## src/rtl/pixel_collector_pkg.sv

```systemverilog
// Shared types and default widths for the pixel result collector.
package pixel_collector_pkg;

    localparam int DEF_X_BITS     = 4;
    localparam int DEF_Y_BITS     = 4;
    localparam int DEF_ITER_BITS  = 8;
    localparam int DEF_ADDR_BITS  = DEF_X_BITS + DEF_Y_BITS;
    localparam int DEF_FIFO_DEPTH = 4;

    // Frame lifecycle: IDLE until armed, COLLECT while pixels arrive, DONE once all are written.
    typedef enum logic [1:0] {
        ST_IDLE    = 2'd0,
        ST_COLLECT = 2'd1,
        ST_DONE    = 2'd2
    } state_t;

    // One buffered result at the default widths: linear frame-buffer address plus iteration count.
    typedef struct packed {
        logic [DEF_ADDR_BITS-1:0] addr;
        logic [DEF_ITER_BITS-1:0] iter;
    } res_entry_t;

endpackage

```

## src/rtl/pixel_collector_if.sv

```systemverilog
// Result and frame-memory buses of the collector.
//
// Handshake rules, both buses: a transfer happens on a rising clk edge where
// the source's valid (res_valid / mem_wr_en) and the sink's ready (res_ready /
// mem_ack) are both high. A source holding valid keeps its payload stable until
// that edge; ready seen while valid is low has no effect.
//
// modport slave  : the collector (sinks results, sources memory writes).
// modport master : the environment (workers sourcing results, memory acking writes).
interface pixel_collector_if
    import pixel_collector_pkg::*;
#(
    parameter int NUM_X_BITS = DEF_X_BITS,
    parameter int NUM_Y_BITS = DEF_Y_BITS,
    parameter int ITER_BITS  = DEF_ITER_BITS,
    parameter int ADDR_BITS  = NUM_X_BITS + NUM_Y_BITS
);

    logic                  res_valid;
    logic                  res_ready;
    logic [NUM_X_BITS-1:0] res_x;
    logic [NUM_Y_BITS-1:0] res_y;
    logic [ITER_BITS-1:0]  res_iter;

    logic                  mem_wr_en;
    logic [ADDR_BITS-1:0]  mem_addr;
    logic [ITER_BITS-1:0]  mem_wdata;
    logic                  mem_ack;

    modport slave (
        input  res_valid, res_x, res_y, res_iter, mem_ack,
        output res_ready, mem_wr_en, mem_addr, mem_wdata
    );

    modport master (
        output res_valid, res_x, res_y, res_iter, mem_ack,
        input  res_ready, mem_wr_en, mem_addr, mem_wdata
    );

endinterface

```

## src/rtl/pixel_collector_result_fifo.sv

```systemverilog
// Small synchronous FIFO buffering collected results ahead of the write stage.
module result_fifo #(
    parameter int W     = 16,
    parameter int DEPTH = 4
) (
    input  logic         clk,
    input  logic         rst,
    input  logic         push,
    input  logic         pop,
    input  logic [W-1:0] din,
    output logic [W-1:0] dout,
    output logic         full,
    output logic         empty
);

    localparam int AW = $clog2(DEPTH);

    logic [W-1:0]  mem [DEPTH];
    logic [AW-1:0] wr_ptr;
    logic [AW-1:0] rd_ptr;
    logic [AW:0]   count;
    logic          do_push;
    logic          do_pop;

    // Push is refused when full; pop is refused when empty.
    assign do_push = push && !full;
    assign do_pop  = pop && !empty;
    assign full    = (count == (AW+1)'(DEPTH));
    assign empty   = (count == '0);
    assign dout    = mem[rd_ptr];

    // Storage array, no reset needed since occupancy is tracked by count.
    always_ff @(posedge clk) begin
        if (do_push) begin
            mem[wr_ptr] <= din;
        end
    end

    // Pointer and occupancy bookkeeping.
    always_ff @(posedge clk) begin
        if (rst) begin
            wr_ptr <= '0;
            rd_ptr <= '0;
            count  <= '0;
        end else begin
            if (do_push) wr_ptr <= wr_ptr + 1'b1;
            if (do_pop)  rd_ptr <= rd_ptr + 1'b1;
            count <= count + {{AW{1'b0}}, do_push} - {{AW{1'b0}}, do_pop};
        end
    end

endmodule

```

## src/rtl/pixel_collector.sv

```systemverilog
// Collects out-of-order worker results, converts (x,y) to a linear address and
// writes iteration counts to frame memory, flagging completion of the frame.
module pixel_collector
    import pixel_collector_pkg::*;
#(
    parameter int NUM_X_BITS = DEF_X_BITS,
    parameter int NUM_Y_BITS = DEF_Y_BITS,
    parameter int ITER_BITS  = DEF_ITER_BITS,
    parameter int ADDR_BITS  = NUM_X_BITS + NUM_Y_BITS,
    parameter int FIFO_DEPTH = DEF_FIFO_DEPTH
) (
    input  logic                  clk,
    input  logic                  rst,
    input  logic                  start,
    input  logic [NUM_X_BITS-1:0] x_max,
    input  logic [NUM_Y_BITS-1:0] y_max,
    pixel_collector_if.slave      bus,
    output logic                  busy,
    output logic                  frame_done,
    output logic                  coord_err,
    output logic [ADDR_BITS:0]    pixel_count,
    output state_t                dbg_state
);

    localparam logic [ADDR_BITS:0] ONE = (ADDR_BITS+1)'(1);

    // Same layout as res_entry_t, but at this instance's widths.
    typedef struct packed {
        logic [ADDR_BITS-1:0] addr;
        logic [ITER_BITS-1:0] iter;
    } entry_t;

    state_t                state_q, state_d;
    logic [NUM_X_BITS-1:0] x_max_q;
    logic [NUM_Y_BITS-1:0] y_max_q;
    logic                  start_acc, accept, in_range, push, load, pop;
    logic                  fifo_full, fifo_empty, write_done, last_write;
    logic [ADDR_BITS:0]    width_ext, addr_calc, frame_total;
    entry_t                push_entry, head;
    logic                  wr_en_q;
    logic [ADDR_BITS-1:0]  addr_q;
    logic [ITER_BITS-1:0]  wdata_q;

    assign start_acc     = start && (state_q == ST_IDLE || state_q == ST_DONE);
    assign bus.res_ready = (state_q == ST_COLLECT) && !fifo_full;
    assign accept        = bus.res_valid && bus.res_ready;
    assign in_range      = (bus.res_x <= x_max_q) && (bus.res_y <= y_max_q);
    assign push          = accept && in_range;

    // Linear address y*(x_max+1)+x, one bit wider than the address so x_max+1 never wraps.
    assign width_ext   = {{NUM_Y_BITS{1'b0}}, 1'b0, x_max_q} + ONE;
    assign addr_calc   = {{(NUM_X_BITS+1){1'b0}}, bus.res_y} * width_ext
                       + {{(NUM_Y_BITS+1){1'b0}}, bus.res_x};
    assign frame_total = width_ext * ({{(NUM_X_BITS+1){1'b0}}, y_max_q} + ONE);

    assign push_entry.addr = addr_calc[ADDR_BITS-1:0];
    assign push_entry.iter = bus.res_iter;

    // The output register refills whenever it is empty or its write is being acked.
    assign load       = !wr_en_q || bus.mem_ack;
    assign pop        = load && !fifo_empty;
    assign write_done = wr_en_q && bus.mem_ack;
    assign last_write = write_done && ((pixel_count + ONE) == frame_total);

    result_fifo #(
        .W     ($bits(entry_t)),
        .DEPTH (FIFO_DEPTH)
    ) u_fifo (
        .clk   (clk),
        .rst   (rst),
        .push  (push),
        .pop   (pop),
        .din   (push_entry),
        .dout  (head),
        .full  (fifo_full),
        .empty (fifo_empty)
    );

    // State register.
    always_ff @(posedge clk) begin
        if (rst) state_q <= ST_IDLE;
        else     state_q <= state_d;
    end

    // Next-state logic: arm on start, finish on the ack of the last pixel.
    always_comb begin
        state_d = state_q;
        case (state_q)
            ST_IDLE:    if (start)      state_d = ST_COLLECT;
            ST_COLLECT: if (last_write) state_d = ST_DONE;
            ST_DONE:    if (start)      state_d = ST_COLLECT;
            default:                    state_d = ST_IDLE;
        endcase
    end

    // Frame configuration and per-frame status counters.
    always_ff @(posedge clk) begin
        if (rst) begin
            x_max_q     <= '0;
            y_max_q     <= '0;
            pixel_count <= '0;
            coord_err   <= 1'b0;
        end else if (start_acc) begin
            x_max_q     <= x_max;
            y_max_q     <= y_max;
            pixel_count <= '0;
            coord_err   <= 1'b0;
        end else begin
            if (write_done)            pixel_count <= pixel_count + ONE;
            if (accept && !in_range)   coord_err   <= 1'b1;
        end
    end

    // Write stage: holds one request stable until acked, then takes the FIFO head.
    always_ff @(posedge clk) begin
        if (rst) begin
            wr_en_q <= 1'b0;
            addr_q  <= '0;
            wdata_q <= '0;
        end else if (load) begin
            wr_en_q <= !fifo_empty;
            if (!fifo_empty) begin
                addr_q  <= head.addr;
                wdata_q <= head.iter;
            end
        end
    end

    assign bus.mem_wr_en = wr_en_q;
    assign bus.mem_addr  = addr_q;
    assign bus.mem_wdata = wdata_q;
    assign busy          = (state_q == ST_COLLECT);
    assign frame_done    = (state_q == ST_DONE);
    assign dbg_state     = state_q;

endmodule

```

## src/flat_wrapper.sv

```systemverilog
// flat-port wrapper written by rule: the top's interface ports become plain ports
module pixel_collector_flat import pixel_collector_pkg::*;
#(
    parameter int NUM_X_BITS = DEF_X_BITS,
    parameter int NUM_Y_BITS = DEF_Y_BITS,
    parameter int ITER_BITS  = DEF_ITER_BITS,
    parameter int ADDR_BITS  = NUM_X_BITS + NUM_Y_BITS,
    parameter int FIFO_DEPTH = DEF_FIFO_DEPTH
)
  (clk, rst, start, x_max, y_max, busy, frame_done, coord_err, pixel_count, dbg_state, bus_res_valid, bus_res_x, bus_res_y, bus_res_iter, bus_mem_ack, bus_res_ready, bus_mem_wr_en, bus_mem_addr, bus_mem_wdata);
  pixel_collector_if #(.NUM_X_BITS(NUM_X_BITS), .NUM_Y_BITS(NUM_Y_BITS), .ITER_BITS(ITER_BITS), .ADDR_BITS(ADDR_BITS)) bus_i ();
  input  logic clk;
  input  logic rst;
  input  logic start;
  input  logic [NUM_X_BITS-1:0] x_max;
  input  logic [NUM_Y_BITS-1:0] y_max;
  output logic busy;
  output logic frame_done;
  output logic coord_err;
  output logic [ADDR_BITS:0] pixel_count;
  output state_t dbg_state;
  input wire logic [$bits(bus_i.res_valid)-1:0] bus_res_valid;
  input wire logic [$bits(bus_i.res_x)-1:0] bus_res_x;
  input wire logic [$bits(bus_i.res_y)-1:0] bus_res_y;
  input wire logic [$bits(bus_i.res_iter)-1:0] bus_res_iter;
  input wire logic [$bits(bus_i.mem_ack)-1:0] bus_mem_ack;
  output wire logic [$bits(bus_i.res_ready)-1:0] bus_res_ready;
  output wire logic [$bits(bus_i.mem_wr_en)-1:0] bus_mem_wr_en;
  output wire logic [$bits(bus_i.mem_addr)-1:0] bus_mem_addr;
  output wire logic [$bits(bus_i.mem_wdata)-1:0] bus_mem_wdata;
  assign bus_i.res_valid = bus_res_valid;
  assign bus_i.res_x = bus_res_x;
  assign bus_i.res_y = bus_res_y;
  assign bus_i.res_iter = bus_res_iter;
  assign bus_i.mem_ack = bus_mem_ack;
  assign bus_res_ready = bus_i.res_ready;
  assign bus_mem_wr_en = bus_i.mem_wr_en;
  assign bus_mem_addr = bus_i.mem_addr;
  assign bus_mem_wdata = bus_i.mem_wdata;
  pixel_collector #(.NUM_X_BITS(NUM_X_BITS), .NUM_Y_BITS(NUM_Y_BITS), .ITER_BITS(ITER_BITS), .ADDR_BITS(ADDR_BITS), .FIFO_DEPTH(FIFO_DEPTH)) u_core (.clk(clk), .rst(rst), .start(start), .x_max(x_max), .y_max(y_max), .bus(bus_i), .busy(busy), .frame_done(frame_done), .coord_err(coord_err), .pixel_count(pixel_count), .dbg_state(dbg_state));
endmodule
```

## config.mk

```make
export PLATFORM = sky130hd
export DESIGN_NAME = pixel_collector_flat
export DESIGN_NICKNAME = d
export VERILOG_FILES = /design/src/rtl/pixel_collector_pkg.sv /design/src/rtl/pixel_collector_if.sv /design/src/rtl/pixel_collector_result_fifo.sv /design/src/rtl/pixel_collector.sv /design/src/flat_wrapper.sv
export SDC_FILE = /design/constraint.sdc
export NUM_CORES = 1
export LEC_CHECK = 0
export ABC_CLOCK_PERIOD_IN_PS = 6800
export BUFFER_PORTS_ARGS = -buffer_cell sky130_fd_sc_hd__buf_2
export CAP_MARGIN = 15
export CORE_MARGIN = 1.5
export CORE_UTILIZATION = 30
export CTS_CLUSTER_SIZE = 14
export DETAILED_ROUTE_END_ITERATION = 12
export RECOVER_POWER = 100
export SYNTH_ARGS = -nofsm -noshare
export SYNTH_HDL_FRONTEND = slang
export SYNTH_SLANG_ARGS = --single-unit
export TNS_END_PERCENT = 30
```

## constraint.sdc

```tcl
create_clock -name clk -period 6.8 [get_ports clk]
set_clock_uncertainty 0.2 [all_clocks]
set_input_delay 1.36 -clock clk [delete_from_list [all_inputs] [get_ports clk]]
set_output_delay 1.36 -clock clk [all_outputs]
set_load 0.01 [all_outputs]
```

Yosys cells after proc, flatten, opt, wreduce, memory -nomap -nowiden

Memories as Yosys holds them, arrays and structs flattened. A register that Yosys moved wholly into a read port is not among the register bits.
Cells that the tools add are included.

Add/sub/neg operators: 8
Multipliers: 2
Order comparisons: 2
Equality and inequality tests: 6
Multiplexer cells: 5
Bitwise logic cells: 1
Reductions and logical operators: 23

Operators by type and width:

| cell                  | number |
|---|---|
| $logic_and A1 B1 Y1   | 11 |
| $add A4 B1 Y5 const B | 2 |
| $add A9 B1 Y9 const B | 1 |
| $eq A9 B9 Y1          | 1 |
| $mul A4 B9 Y8         | 1 |
| $mul A9 B9 Y9         | 1 |
| $add A8 B4 Y8         | 1 |
| $le A4 B4 Y1          | 2 |
| $add A2 B1 Y2 const B | 2 |
| $logic_not A1 Y1      | 4 |
| $mux W2               | 2 |
| $ne A2 B1 Y1 const B  | 2 |
| $pmux W2 S2           | 1 |
| $reduce_and A2 Y1     | 2 |
| $reduce_or A2 Y1      | 2 |
| $add A3 B1 Y3         | 1 |
| $eq A3 B3 Y1 const B  | 1 |
| $logic_not A3 Y1      | 1 |
| $sub A3 B1 Y3         | 1 |
| $eq A2 B1 Y1 const B  | 1 |
| $eq A2 B2 Y1 const B  | 1 |
| $logic_not A2 Y1      | 1 |
| $logic_or A1 B1 Y1    | 2 |
| $mux W1               | 2 |
| $not A1 Y1            | 1 |

Bits in registers: 28
RAM bits: 64
Input bits: 29
Output and inout port bits: 32
Word-level logic and storage cells: 57
Memories kept: 1

Memories:

| memory            | depth | bits a word | read ports | clocked after Yosys merged registers in | write ports | RTL line                          | RTL |
|---|---|---|---|---|---|---|---|
| u_core.u_fifo.mem | 4     | 16          | 1          | 1                                       | 1           | pixel_collector_result_fifo.sv:18 | `logic [W-1:0] mem [DEPTH];` |

Longest topological paths before layout

Gate-level depths: netlist (run 1).

Depth in word-level cells: 8
Gate-level depth with buffers: 15
Depth with buffers taken out: 15

By module

A second synthesis (run 1) with hierarchy kept.

Cell total of the unflattened synthesis: 530
Area total of the unflattened synthesis: 6,025.8 µm²

Modules (own cells, without submodules):

| module          | instances | cells each | area an instance (µm²) | seq. area each (µm²) |
|---|---|---|---|---|
| pixel_collector | 1         | 395        | 3,216.8                | 740.7 |
| result_fifo     | 1         | 135        | 2,808.9                | 2,102.0 |

Least setup slack after synthesis (run 1)

OpenSTA, ideal clock, no wires.

Path type: in2reg
Start point: input bus_res_y[3]
End point: memory u_core.u_fifo.mem[0][15] (data pin)
Arrival: 4.069 ns
Path slack: 2.258 ns
Cell stages on the path: 13
Buffers on the path: 0
Cell sequence: nor2b_1 > fa_1 > inv_1 > fa_1 > fa_1 > inv_1 > ha_1 > a21oi_1 > nor2_1 > nor2_1 > o21bai_1 > a21oi_1 > xnor2_1

Longest elaborated chain between the ends: 2

RTL lines:

| element                 | RTL line                          | RTL |
|---|---|---|
| from (decl)             | flat_wrapper.sv:24                | `input wire logic [$bits(bus_i.res_y)-1:0] bus_res_y;` |
| $mul A4 B9 Y8           | pixel_collector.sv:52             | `assign addr_calc = {{(NUM_X_BITS+1){1'b0}}, bus.res_y} * width_ext` |
| $add A8 B4 Y8           | pixel_collector.sv:53             | `+ {{(NUM_Y_BITS+1){1'b0}}, bus.res_x};` |
| net u_core.addr_calc[7] | pixel_collector.sv:38             | `logic [ADDR_BITS:0] width_ext, addr_calc, frame_total;` |
| to (decl)               | pixel_collector_result_fifo.sv:18 |  |

The timed path passes the listed nets, and every way through them passes these cells.

Worst setup path in the final report (run 1)

Start point: register u_core.x_max_q[0]
End point: register u_core.state_q[0] (netlist: u_core.dbg_state[0])

Longest elaborated chain between the ends: 6

RTL lines:

| element                     | RTL line               | RTL |
|---|---|---|
| from (decl)                 | pixel_collector.sv:34  | `logic [NUM_X_BITS-1:0] x_max_q;` |
| from (signal assigned)      | pixel_collector.sv:104 | `x_max_q <= x_max;` |
| $add A4 B1 Y5               | pixel_collector.sv:51  | `assign width_ext = {{NUM_Y_BITS{1'b0}}, 1'b0, x_max_q} + ONE;` |
| $mul A9 B9 Y9               | pixel_collector.sv:54  | `assign frame_total = width_ext * ({{(NUM_X_BITS+1){1'b0}}, y_max_q} + ONE);` |
| $eq A9 B9 Y1                | pixel_collector.sv:63  | `assign last_write = write_done && ((pixel_count + ONE) == frame_total);` |
| $logic_and A1 B1 Y1         | pixel_collector.sv:63  |  |
| $ne A2 B1 Y1 (no line)      | -                      |  |
| $reduce_and A2 Y1 (no line) | -                      |  |
| to (signal assigned)        | pixel_collector.sv:82  | `else state_q <= state_d;` |
| to (decl)                   | pixel_collector.sv:33  | `state_t state_q, state_d;` |

Every way passes these cells.
A chain may end at the register's enable or synchronous reset.

==> results of run 1 <==
## metal layers
metal | vias to the layer above | track usage
met4 | 0 | 0.04147
met3 | 10 | 0.02583
met1 | 1858 | 0.1628
met5 | - | 0
li1 | 1934 | -
met2 | 56 | 0.2163
## Yosys cell counts, types with 2 or more instances
cell,count,area (sq um)
xnor2_1,25,219.0
a21o_1,4,30.03
nand4_1,6,37.54
and2_1,14,87.58
mux4_2,16,360.4
inv_1,45,168.9
o21a_1,6,45.04
edfxtp_1,64,1922
buf_2,2,10.01
nor2_1,27,101.4
o31ai_1,2,15.01
nor3_1,3,15.01
xor2_1,14,122.6
dfxtp_1,44,880.8
xnor3_1,2,45.04
a21oi_1,38,190.2
nand2_1,70,262.8
nand2b_1,6,37.54
and3_1,2,12.51
o21ai_0,4,20.02
nand3_1,13,65.06
fa_1,17,340.3
o21bai_1,2,15.01
or3_1,3,18.77
nand3_2,2,20.02
xnor2_2,2,32.53
o21ai_1,3,15.01
nor2b_1,14,87.58
ha_1,51,638.1
clkbuf_1,11,41.29
## power groups by stage
stage | Sequential, mW | Clock, mW | Combinational [mW]
floorplan | 0.833 | 0 | 0.374
global placement | 0.838 | 0 | 0.518
detailed placement | 0.840 | 0 | 0.525
CTS | 0.825 | 0.569 | 0.528
global route | 0.837 | 0.593 | 0.571
finish | 0.824 | 0.552 | 0.503
## worst max-delay path, stage by stage (launching register included)
cell and delay [ns]:
dfxtp_1 0.59, ha_1 0.29, xor2_1 0.53, nand2_1 0.14, fa_1 0.49, fa_1 0.54, inv_1 0.05, fa_1 0.47
ha_1 0.36, a21o_1 0.17, a21oi_1 0.22, xnor3_1 0.35, a21oi_1 0.14, nand4_1 0.17, o2bb2ai_1 0.15
## sequential cells by signal (all words and copies together), names as in the netlist, 3 cells and up
register,cells
u_core.bus.mem_addr,8
u_core.y_max_q,4
u_core.u_fifo.mem,64
u_core.u_fifo.count,3
u_core.x_max_q,4
u_core.pixel_count,9
u_core.bus.mem_wdata,8
## cells by family after synthesis
logic type,Yosys count,share of synthesized area
and+or+nand+nor,167,0.1351
DFF,108,0.4678
adders and majority gates,68,0.1633
AOI/OAI and AO/OA,64,0.06370
buffers and inverters,61,0.03989
xor gates and xnor gates,43,0.06997
muxes,16,0.06015
## cell type report
| cell class | instances | area share |
|---|---|---|
| flip-flops and latches | 108 | 0.4106 |
| multi-input cells | 358 | 0.4305 |
| inverters | 46 | 0.02529 |
| well taps | 265 | 0.04857 |
| repair buffers | 62 | 0.03831 |
| clock inverters | 7 | 0.01375 |
| clock buffers | 9 | 0.03299 |
## worst max-delay path by stage
stage                       from                        to  slack, ns  depth (start not counted)
2_1_floorplan       bus_res_y[3]  u_core.u_fifo.mem[0][15]       2.26                         13
3_3_place_gp        bus_res_y[3]  u_core.u_fifo.mem[2][15]       2.01                         14
3_5_place_dp   u_core.x_max_q[0]       u_core.dbg_state[0]       1.88                         14
4_1_cts        u_core.x_max_q[0]       u_core.dbg_state[1]       1.84                         14
5_1_grt        u_core.x_max_q[0]       u_core.dbg_state[0]       1.39                         14
6_report       u_core.x_max_q[0]       u_core.dbg_state[0]       1.77                         14
## layout by cell type (no fill, tap or decap), types with 2 or more instances in the layout
master / instances
o21bai_1: 2
nor3_1: 3
nand3_1: 13
fa_1: 17
o31ai_1: 2
xnor2_2: 2
nand3_2: 2
xnor2_1: 25
mux4_2: 16
buf_2: 17
nand2b_1: 6
clkinv_8: 4
dfxtp_1: 44
and3_1: 2
and2_1: 12
nand4_1: 7
o21ai_1: 2
a21o_1: 4
or3_1: 3
o21ai_0: 5
a21oi_1: 39
clkbuf_16: 9
clkbuf_1: 43
edfxtp_1: 64
xnor3_1: 2
buf_4: 2
xor2_1: 14
inv_1: 46
nor2_1: 27
nor2b_1: 14
o21a_1: 6
and2_0: 2
nand2_1: 70
ha_1: 51
## per-stage QoR
| stage | cells | setup WS [ns] | utilization |
|---|---|---|---|
| floorplan | 527 | 2.258 | - |
| global placement | 839 | 2.006 | 0.3371 |
| detailed placement | 839 | 1.876 | 0.3371 |
| CTS | 855 | 1.836 | 0.3534 |
| global route | 855 | 1.392 | 0.3496 |
| finish | 855 | 1.766 | 0.3496 |
==> results.txt, run 1 <==
status -> finished, violations left
failing checks -> max-capacitance violations, max-slew violations
WP data arrival -> 5.01 ns
postcts setup bufs -> 0
Rows -> 51
Post-Route Setup TNS -> 0 ns
Worst-Margin Slew -> 1.953 ns
total gr overflow -> 0
Port Buf Inserts -> 60
Final ANT Viol Nets -> 0
DR WL met2 -> 6051 microns
Peak Freq -> 198.6 MHz
CTS Buf Count -> 9
detailed-route wire length per cell -> 14.56 microns
synthesized area per cell -> 11.37 sq um
met1 WL -> 5824 microns
Clock Sinks -> 108
fin crit share -> 0.7404
post-CTS sizing -> 0
Yosys Warn Count -> 0
initial antenna violation count -> 0
WS Path Type -> flop to flop
Leak Pwr -> 2.673 nW
Post-Syn Area -> 0.005991 sq mm
die area -> 0.02083 sq mm
DR vias/cell -> 4.512
Sw Pwr -> 0.6307 mW
Post-synth EDFFs -> 64
Critical R2R Capture -> u_core.dbg_state[0]
gp weighted congestion -> 0.7873
router iterations before antenna repair -> 4
hold path depth -> 2
sequential cell area -> 0.002803 sq mm
Hold Path End -> u_core.coord_err
Core Region -> 0.01953 sq mm
fill count -> 1,981
met3 routed WL -> 418 microns
worst hold slack -> 0.2482 ns
async set-reset flop share out of synthesis -> 0
Post-DP Area -> 0.006581 sq mm
HP Start -> u_core.coord_err
layout cell share with drive strength beyond 1 -> 0.1017
Hold Vio Cnt, Final -> 0
total detailed-routing wirelength -> 12,450 microns
final setup fails -> 0
worst-path fanout max -> 13
Die Y -> 144.3 microns
RSZ-0062 raised after global routing -> false
Sequential Power Share -> 0.439
vias -> 3,858
# DRC -> 0
CTS tree -> done
Post-DP HPWL -> 8776 microns
Clock power frac -> 0.294
final net count -> 682
GRT Util Overall -> 0.1276
reg2reg setup slack -> 1.77 ns
CTS Buffer Depth -> 2
Critical Path End Type -> flop
# diodes -> 0
First DRT Iteration DRCs -> 140
Power Total -> 1.880 mW
Syn Inst Count -> 527
number of global-route vias before repair -> 3,768
Synth cell types -> 45
I/O pin cnt -> 61
Max Cap Viol -> 5
relative slew slack -> -0.3020
Initial Util -> 0.3068
peak supply drop -> 0.1252 mV
Power Dens Cells -> 275.4 mW/mm^2
switching part of the total -> 0.3355
multi-input logic area -> 0.002939 sq mm
sequential area share after synthesis -> 0.4678
Synth Flop Type -> edfxtp_1
chip width -> 144.3 microns
Worst-path clk slew -> 0.08 ns
largest net degree at the start of global routing -> 38
fin area -> 0.006827 sq mm
Area growth, synth to finish -> 13.95%
Syn Nets -> 624
Final Max Tran Viols -> 89
post-synthesis register bit count -> 108
first-pass GRT wire length -> 19,870 microns
critical path required time -> 6.78 ns
Critical Path Source Type -> flop
H-Tree Depth -> 3
Register-to-Register Path Depth -> 14
reg2reg start -> u_core.x_max_q[0]
Int Pwr -> 1.249 mW
CTS root buf -> clkbuf_16
clk_lat worst skew -> 0.36 ns
Logic pwr share -> 0.268
hold_buf cts -> 0
Tightest Hold Check Type -> flop to flop
clock period minus final worst setup slack -> 5.034 ns
highest routed layer -> met4
Note: power is estimated with default switching activity, not from simulation.
==> run 2: changes to the inputs <==
--- a/config.mk
+++ b/config.mk
@@ -5,7 +5,8 @@
 export SDC_FILE = /design/constraint.sdc
 export NUM_CORES = 1
 export LEC_CHECK = 0
-export ABC_CLOCK_PERIOD_IN_PS = 6800
+export ABC_AREA = 1
+export ABC_CLOCK_PERIOD_IN_PS = 4600
 export BUFFER_PORTS_ARGS = -buffer_cell sky130_fd_sc_hd__buf_2
 export CAP_MARGIN = 15
 export CORE_MARGIN = 1.5
==> constraint.sdc (replaced) <==
create_clock -name clk -period 4.6 [get_ports clk]
set_clock_uncertainty 0.2 [all_clocks]
set_input_delay 0.92 -clock clk [delete_from_list [all_inputs] [get_ports clk]]
set_output_delay 0.92 -clock clk [all_outputs]
set_load 0.01 [all_outputs]
==> run 2 against run 1 <==
  * The flow now finishes without violations
  * Utilization decreased by 0.23 points
  * Routed wire length is 3.7% higher
  * Die area rose by 2.0%
  * Clock-buffer cell count increased by 1
  * Non-clock buffer count is 10 higher
  * Largest power group unchanged
==> results.txt, run 2 <==
DR vias/cell -> 4.473 (-0.88%)
async set-reset flop share out of synthesis -> 0 (unchanged)
Core Region -> 0.02010 sq mm (+3.0%)
Register-to-Register Path Depth -> 17 (+3)
relative slew slack -> 0.2417 (+0.5437)
most frequent cells in the layout -> 107 x nor2_1, 106 x inv_1, 90 x nand2_1
Critical R2R Capture -> u_core.u_fifo.mem[1][15]
Tightest Hold Check Type -> flop to flop
Power Dens Cells -> 429.1 mW/mm^2 (+56%)
# DRC -> 0 (unchanged)
reg2reg start -> u_core.x_max_q[0]
Finished Layout Cells -> 1,028 (+20%)
reg2reg setup slack -> 0.32 ns (-1.45 ns)
critical path required time -> 4.48 ns (-2.30 ns)
final setup fails -> 0 (unchanged)
hold_buf cts -> 0 (unchanged)
GR Util met3 -> 0.02633 (+0.0005045)
layout cell share with drive strength beyond 1 -> 0.06728 (-0.03441)
number of global-route vias before repair -> 4,293 (+14%)
Hold Path End -> u_core.coord_err
First DRT Iteration DRCs -> 168 (+20%)
GRT Util Overall -> 0.1254 (-0.002186)
vias -> 4,598 (+19%)
Critical Path Source Type -> flop
Top Usage Layer GRT -> met2
H-Tree Depth -> 3 (unchanged)
hold path depth -> 2 (unchanged)
Final ANT Viol Nets -> 0 (unchanged)
CTS Buffer Depth -> 2 (unchanged)
peak supply drop -> 0.2528 mV (+100%)
synthesized area per cell -> 8.856 sq um (-22%)
Critical Path End Type -> flop
Post-Route Setup TNS -> 0 ns (unchanged)
Rows -> 52 (+2.0%)
Peak Freq -> 233.6 MHz (+18%)
router iterations before antenna repair -> 5 (+1)
commonest non-fill, non-tap cell in the layout -> nor2_1
Post-synth EDFFs -> 64 (unchanged)
Synth cell types -> 35 (-22%)
Yosys top cell by area -> edfxtp_1
chip width -> 145.7 microns (+0.98%)
fin area -> 0.006983 sq mm (+2.3%)
total gr overflow -> 0 (unchanged)
Port Buf Inserts -> 60 (unchanged)
sequential area share after synthesis -> 0.4586 (-0.009196)
final net count -> 850 (+25%)
Die Y -> 145.7 microns (+0.98%)
post-synthesis register bit count -> 108 (unchanged)
initial antenna violation count -> 0 (unchanged)
Hold Vio Cnt, Final -> 0 (unchanged)
postcts setup bufs -> 0 (unchanged)
Post-synth top cells -> 107 x nor2_1, 105 x inv_1, 90 x nand2_1, 73 x o21ai_0, 64 x edfxtp_1
CTS root buf -> clkbuf_16
Clock Sinks -> 108 (unchanged)
Initial Util -> 0.3040 (-0.002847)
first-pass GRT wire length -> 21,170 microns (+6.6%)
worst hold slack -> 0.3140 ns (+0.06581 ns)
Area growth, synth to finish -> 14.27%
status -> complete, no violations
top flop regs -> u_core.u_fifo.mem x64, u_core.pixel_count x9
placed cell count -> 1,012 (+21%)
Worst-Margin Slew -> 1.137 ns (-0.8155 ns)
Yosys Warn Count -> 0 (unchanged)
Max Cap Viol -> 0 (-5)
I/O pin cnt -> 61 (unchanged)
Leak Pwr -> 3.040 nW (+14%)
Final Max Tran Viols -> 0 (-100%)
post-synth top area share -> 0.3145 (-0.006306)
GR Layer Usage met1 -> 0.1693 (+0.006508)
worst-path fanout max -> 7 (-6)
WS Path Type -> flop to flop
post-CTS sizing -> 0 (unchanged)
Syn Inst Count -> 690 (+31%)
max reg flops -> 64 (unchanged)
detailed-route wire length per cell -> 12.56 microns (-14%)
Syn Nets -> 787 (+26%)
CTS Buf Count -> 9 (unchanged)
die area -> 0.02123 sq mm (+2.0%)
Biggest register -> u_core.u_fifo.mem
HP Start -> u_core.coord_err
WP data arrival -> 4.16 ns (-0.85 ns)
total detailed-routing wirelength -> 12,910 microns (+3.7%)
clock period minus final worst setup slack -> 4.281 ns (-0.7537 ns)
clk_lat worst skew -> 0.35 ns (about the same)
largest net degree at the start of global routing -> 38 (unchanged)
gp weighted congestion -> 0.8381 (+6.5%)
most frequent cell after synthesis -> nor2_1
RSZ-0062 raised after global routing -> false
CTS tree -> done
fill count -> 2,136 (+7.8%)
Post-Syn Area -> 0.006111 sq mm (+2.0%)
Post-DP Area -> 0.006758 sq mm (+2.7%)
Synth Flop Type -> edfxtp_1
fin crit share -> 0.9306 (+0.1902)
Post-DP HPWL -> 9169 microns (+4.5%)
Worst-path clk slew -> 0.07 ns (about the same)
top post-synthesis cells by area -> edfxtp_1 31%, dfxtp_1 14%, ha_1 10%
# diodes -> 0 (unchanged)
met2 global-route usage -> 0.2055 (-0.01084)
[run 2: changes by cell type in the layout (fill, tap and decap cells not counted), moves of 16 or more]
cell     previous run  this run
inv_1              46       106
mux4_2             16         0
nand2_1            70        90
nor2_1             27       107
o21ai_0             5        73
xnor2_1            25         5
[run 2: through the flow]
stage	worst slack, ns	utilization	total power, mW
3_3_place_gp	0.2293	0.3361	2.256
3_5_place_dp	0.1664	0.3361	2.273
2_1_floorplan	0.4764	-	1.964
5_1_grt	0.03965	0.3473	3.230
4_1_cts	0.4179	0.3512	3.066
6_report	0.3192	0.3473	2.997
[run 2: routing by layer]
layer | wire [microns] | vias up
li1 | - | 2398
met5 | 0 | -
met1 | 6156 | 2103
met2 | 5928 | 85
met4 | 176 | 0
met3 | 648 | 12
[run 2: cell families (layout without fill, tap and decap cells)]
kind of cell	count (synthesis)	count (layout)	synth area share
flops	108	108	0.4586
simple gates	245	245	0.1689
fa+ha+maj	68	68	0.1601
buf+inv	128	196	0.07965
compound gates	125	125	0.1097
xor+xnor	16	16	0.02293
[run 2: worst max path at each step]
| stage | from | end | slack [ns] |
|---|---|---|---|
| 2_1_floorplan | bus_res_y[3] | u_core.u_fifo.mem[0][14] | 0.48 |
| 3_3_place_gp | bus_res_y[3] | u_core.u_fifo.mem[0][14] | 0.23 |
| 3_5_place_dp | bus_res_y[3] | u_core.u_fifo.mem[1][14] | 0.17 |
| 4_1_cts | u_core.x_max_q[0] | u_core.dbg_state[0] | 0.42 |
| 5_1_grt | u_core.x_max_q[0] | u_core.u_fifo.mem[1][15] | 0.04 |
| 6_report | u_core.x_max_q[0] | u_core.u_fifo.mem[1][15] | 0.32 |
[run 2: worst max-delay path, cell delays in order (launching register included)]
cell and delay, ns:
dfxtp_1 0.36, buf_4 0.16, inv_1 0.09, nor3_2 0.19, xor2_1 0.25, clkbuf_1 0.26, nand2_1 0.12, fa_1 0.51
inv_1 0.06, fa_1 0.47, ha_1 0.31, ha_1 0.36, a21oi_1 0.16, nand2_1 0.09, nand2_1 0.06, nand2_1 0.04
a21oi_1 0.15, xnor2_1 0.15
[run 2: cell type report]
cell class | instances | area (sq um) | share of cell area
Clock buffer | 10 | 239.0 | 0.03422
Clock inverter | 6 | 63.81 | 0.009138
Inverter | 108 | 405.4 | 0.05805
Multi-Input combinational cell | 454 | 2816 | 0.4033
Sequential cell | 108 | 2803 | 0.4014
Tap cell | 270 | 337.8 | 0.04838
Timing Repair Buffer | 72 | 317.8 | 0.04551
[run 2: report_power, final]
part	switching (mW)	internal, mW
Clock	0.385	0.399
Sequential	0.0965	1.18
Combinational	0.610	0.327
Total	1.09	1.91
==> run 3: changes to the inputs <==
--- a/config.mk
+++ b/config.mk
@@ -14,6 +14,7 @@
 export CTS_CLUSTER_SIZE = 14
 export DETAILED_ROUTE_END_ITERATION = 12
 export RECOVER_POWER = 100
+export REMOVE_ABC_BUFFERS = 1
 export SYNTH_ARGS = -nofsm -noshare
 export SYNTH_HDL_FRONTEND = slang
 export SYNTH_SLANG_ARGS = --single-unit
==> run 3 against run 2 <==
  * Routed wire length rose by 2.2%
  * Design area barely moved
  * Hold slack got worse by 0.0031 ns
  * Utilization barely moved
  * Critical path depth rose by 3
  * First-iteration DRC count rose by 34%
  * Clock power fell by 3%
  * Sequential share of layout area barely moved
  * Critical path type unchanged
  * Largest cell class unchanged
==> results.txt, run 3 (synthesized netlist as in run 2, its figures left out) <==
Critical Path End Type -> flop
I/O pin cnt -> 61 (unchanged)
Biggest register -> u_core.u_fifo.mem
placed cell count -> 1,012 (unchanged)
detailed-route wire length per cell -> 12.83 microns (+2.2%)
number of global-route vias before repair -> 4,440 (+3.4%)
crit-path leading delay family -> adder cells
# diodes -> 0 (unchanged)
CP max-delay cell -> fa_1
Power Dens Cells -> 426.3 mW/mm^2 (-0.67%)
Port Buf Inserts -> 60 (unchanged)
First DRT Iteration DRCs -> 225 (+34%)
most frequent cells in the layout -> 107 x nor2_1, 105 x inv_1, 90 x nand2_1
fin worst setup slack -> 0.3969 ns (+0.07771 ns)
crit-path cells -> ha_1 -> xor2_1 -> nand2_1 -> fa_1 -> fa_1 -> inv_1 -> fa_1 -> ha_1 -> nand2_1 -> inv_1 -> nand3_1 -> nand3_1 -> inv_1 -> nand3_1 -> nand2_1 -> nand2_1 -> nand2_1 -> nand3_1 -> nand2_1 -> a21oi_1
Post-DP Area -> 0.006758 sq mm (unchanged)
Clock Sinks -> 108 (unchanged)
Core Region -> 0.02010 sq mm (unchanged)
most frequent cell on the critical path -> nand2_1
total detailed-routing wirelength -> 13,190 microns (+2.2%)
layout cell share with drive strength beyond 1 -> 0.06992 (+0.002639)
WS Path Type -> flop to flop
worst hold slack -> 0.3109 ns (-0.003104 ns)
Critical Path Source Type -> flop
router iterations before antenna repair -> 4 (-1)
CTS tree -> done
Finished Layout Cells -> 1,028 (unchanged)
DR vias/cell -> 4.426 (-1.0%)
fin crit share -> 0.9137 (-0.01689)
gp weighted congestion -> 0.8269 (-1.3%)
critical path required time -> 4.62 ns (+0.14 ns)
max reg flops -> 64 (unchanged)
Leak Pwr -> 3.043 nW (+0.10%)
vias -> 4,550 (-1.0%)
RSZ-0062 raised after global routing -> false
Area growth, synth to finish -> 14.33% (about the same)
clock period minus final worst setup slack -> 4.203 ns (-0.07771 ns)
commonest non-fill, non-tap cell in the layout -> nor2_1
H-Tree Depth -> 3 (unchanged)
WP buf/inv -> 3 (-1)
Max Cap Viol -> 0 (unchanged)
peak supply drop -> 0.2358 mV (-6.7%)
CTS Buf Count -> 9 (unchanged)
first-pass GRT wire length -> 21,810 microns (+3.0%)
Final ANT Viol Nets -> 0 (unchanged)
Die Y -> 145.7 microns (unchanged)
WP data arrival -> 4.22 ns (+0.06 ns)
Worst-Margin Slew -> 1.116 ns (-0.02188 ns)
final setup fails -> 0 (unchanged)
initial antenna violation count -> 0 (unchanged)
final net count -> 850 (unchanged)
worst-path fanout max -> 5 (-2)
clk_lat worst skew -> 0.34 ns (about the same)
Rows -> 52 (unchanged)
fin area -> 0.006987 sq mm (about the same)
hold_buf cts -> 0 (unchanged)
Peak Freq -> 237.9 MHz (+1.8%)
# DRC -> 0 (unchanged)
Final Max Tran Viols -> 0 (unchanged)
CP peak stage delay -> 0.55 ns (+0.04 ns)
CTS root buf -> clkbuf_16
Post-DP HPWL -> 9541 microns (+4.1%)
relative slew slack -> 0.2563 (+0.01459)
total gr overflow -> 0 (unchanged)
Initial Util -> 0.3040 (unchanged)
largest net degree at the start of global routing -> 38 (unchanged)
Tightest Hold Check Type -> flop to flop
chip width -> 145.7 microns (unchanged)
Hold Vio Cnt, Final -> 0 (unchanged)
CTS Buffer Depth -> 2 (unchanged)
top flop regs -> u_core.u_fifo.mem x64, u_core.pixel_count x9
Worst-path clk slew -> 0.08 ns (about the same)
Post-Route Setup TNS -> 0 ns (unchanged)
die area -> 0.02123 sq mm (unchanged)
GRT Util Overall -> 0.1293 (+0.003916)
reg2reg setup slack -> 0.40 ns (+0.08 ns)
status -> complete, no violations
pre-CTS WS -> 0.1861 ns (+0.01966 ns)
## run 3: path summary, 6_finish.rpt
check	from	depth (start not counted)	end
max	u_core.x_max_q[0]	20	u_core.dbg_state[0]
max reg2reg	u_core.x_max_q[0]	20	u_core.dbg_state[0]
min	u_core.y_max_q[1]	2	u_core.y_max_q[1]
min reg2reg	u_core.y_max_q[1]	2	u_core.y_max_q[1]
## run 3: per-layer routing
layer / track usage / part of all wire / wire length (microns)
met5: 0 / 0 / 0
met4: 0.03316 / 0.0085 / 112
met3: 0.02382 / 0.044 / 584
met2: 0.2290 / 0.49 / 6466
met1: 0.1618 / 0.46 / 6023
## run 3: repair_timing
item / in CTS / in global routing
endpoints found under the setup margin: 0 / 2
endpoints found under the hold margin: 0 / 0
gates resized for setup: 0 / 1
setup buffers: 0 / 0
## run 3: cell type report
cell class | count | area (sq um)
timing repair buffer | 72 | 321.6
tap | 270 | 337.8
inverter | 108 | 405.4
clock buffer | 9 | 225.2
sequential | 108 | 2804
fill | 2114 | 13120
clock inverter | 7 | 80.08
multi-input combinational | 454 | 2813
## run 3: where the power goes
| part | switching, mW | internal, mW | total [mW] |
|---|---|---|---|
| clock network | 0.377 | 0.387 | 0.764 |
| logic | 0.608 | 0.329 | 0.937 |
| registers | 0.0975 | 1.18 | 1.28 |
| total | 1.08 | 1.90 | 2.98 |
## run 3: tightest hold or removal path: cells and delay by family (launching register included)
family,cells,cell delay [ns]
compound gates,1,0.06
flops,1,0.34
buf+inv,1,0.07
## run 3: stage by stage
stage | power (mW) | util
after floorplan | 1.929 | -
after global placement | 2.262 | 0.3361
after detailed placement | 2.272 | 0.3361
after CTS | 3.050 | 0.3513
after global routing | 3.214 | 0.3475
final | 2.978 | 0.3475
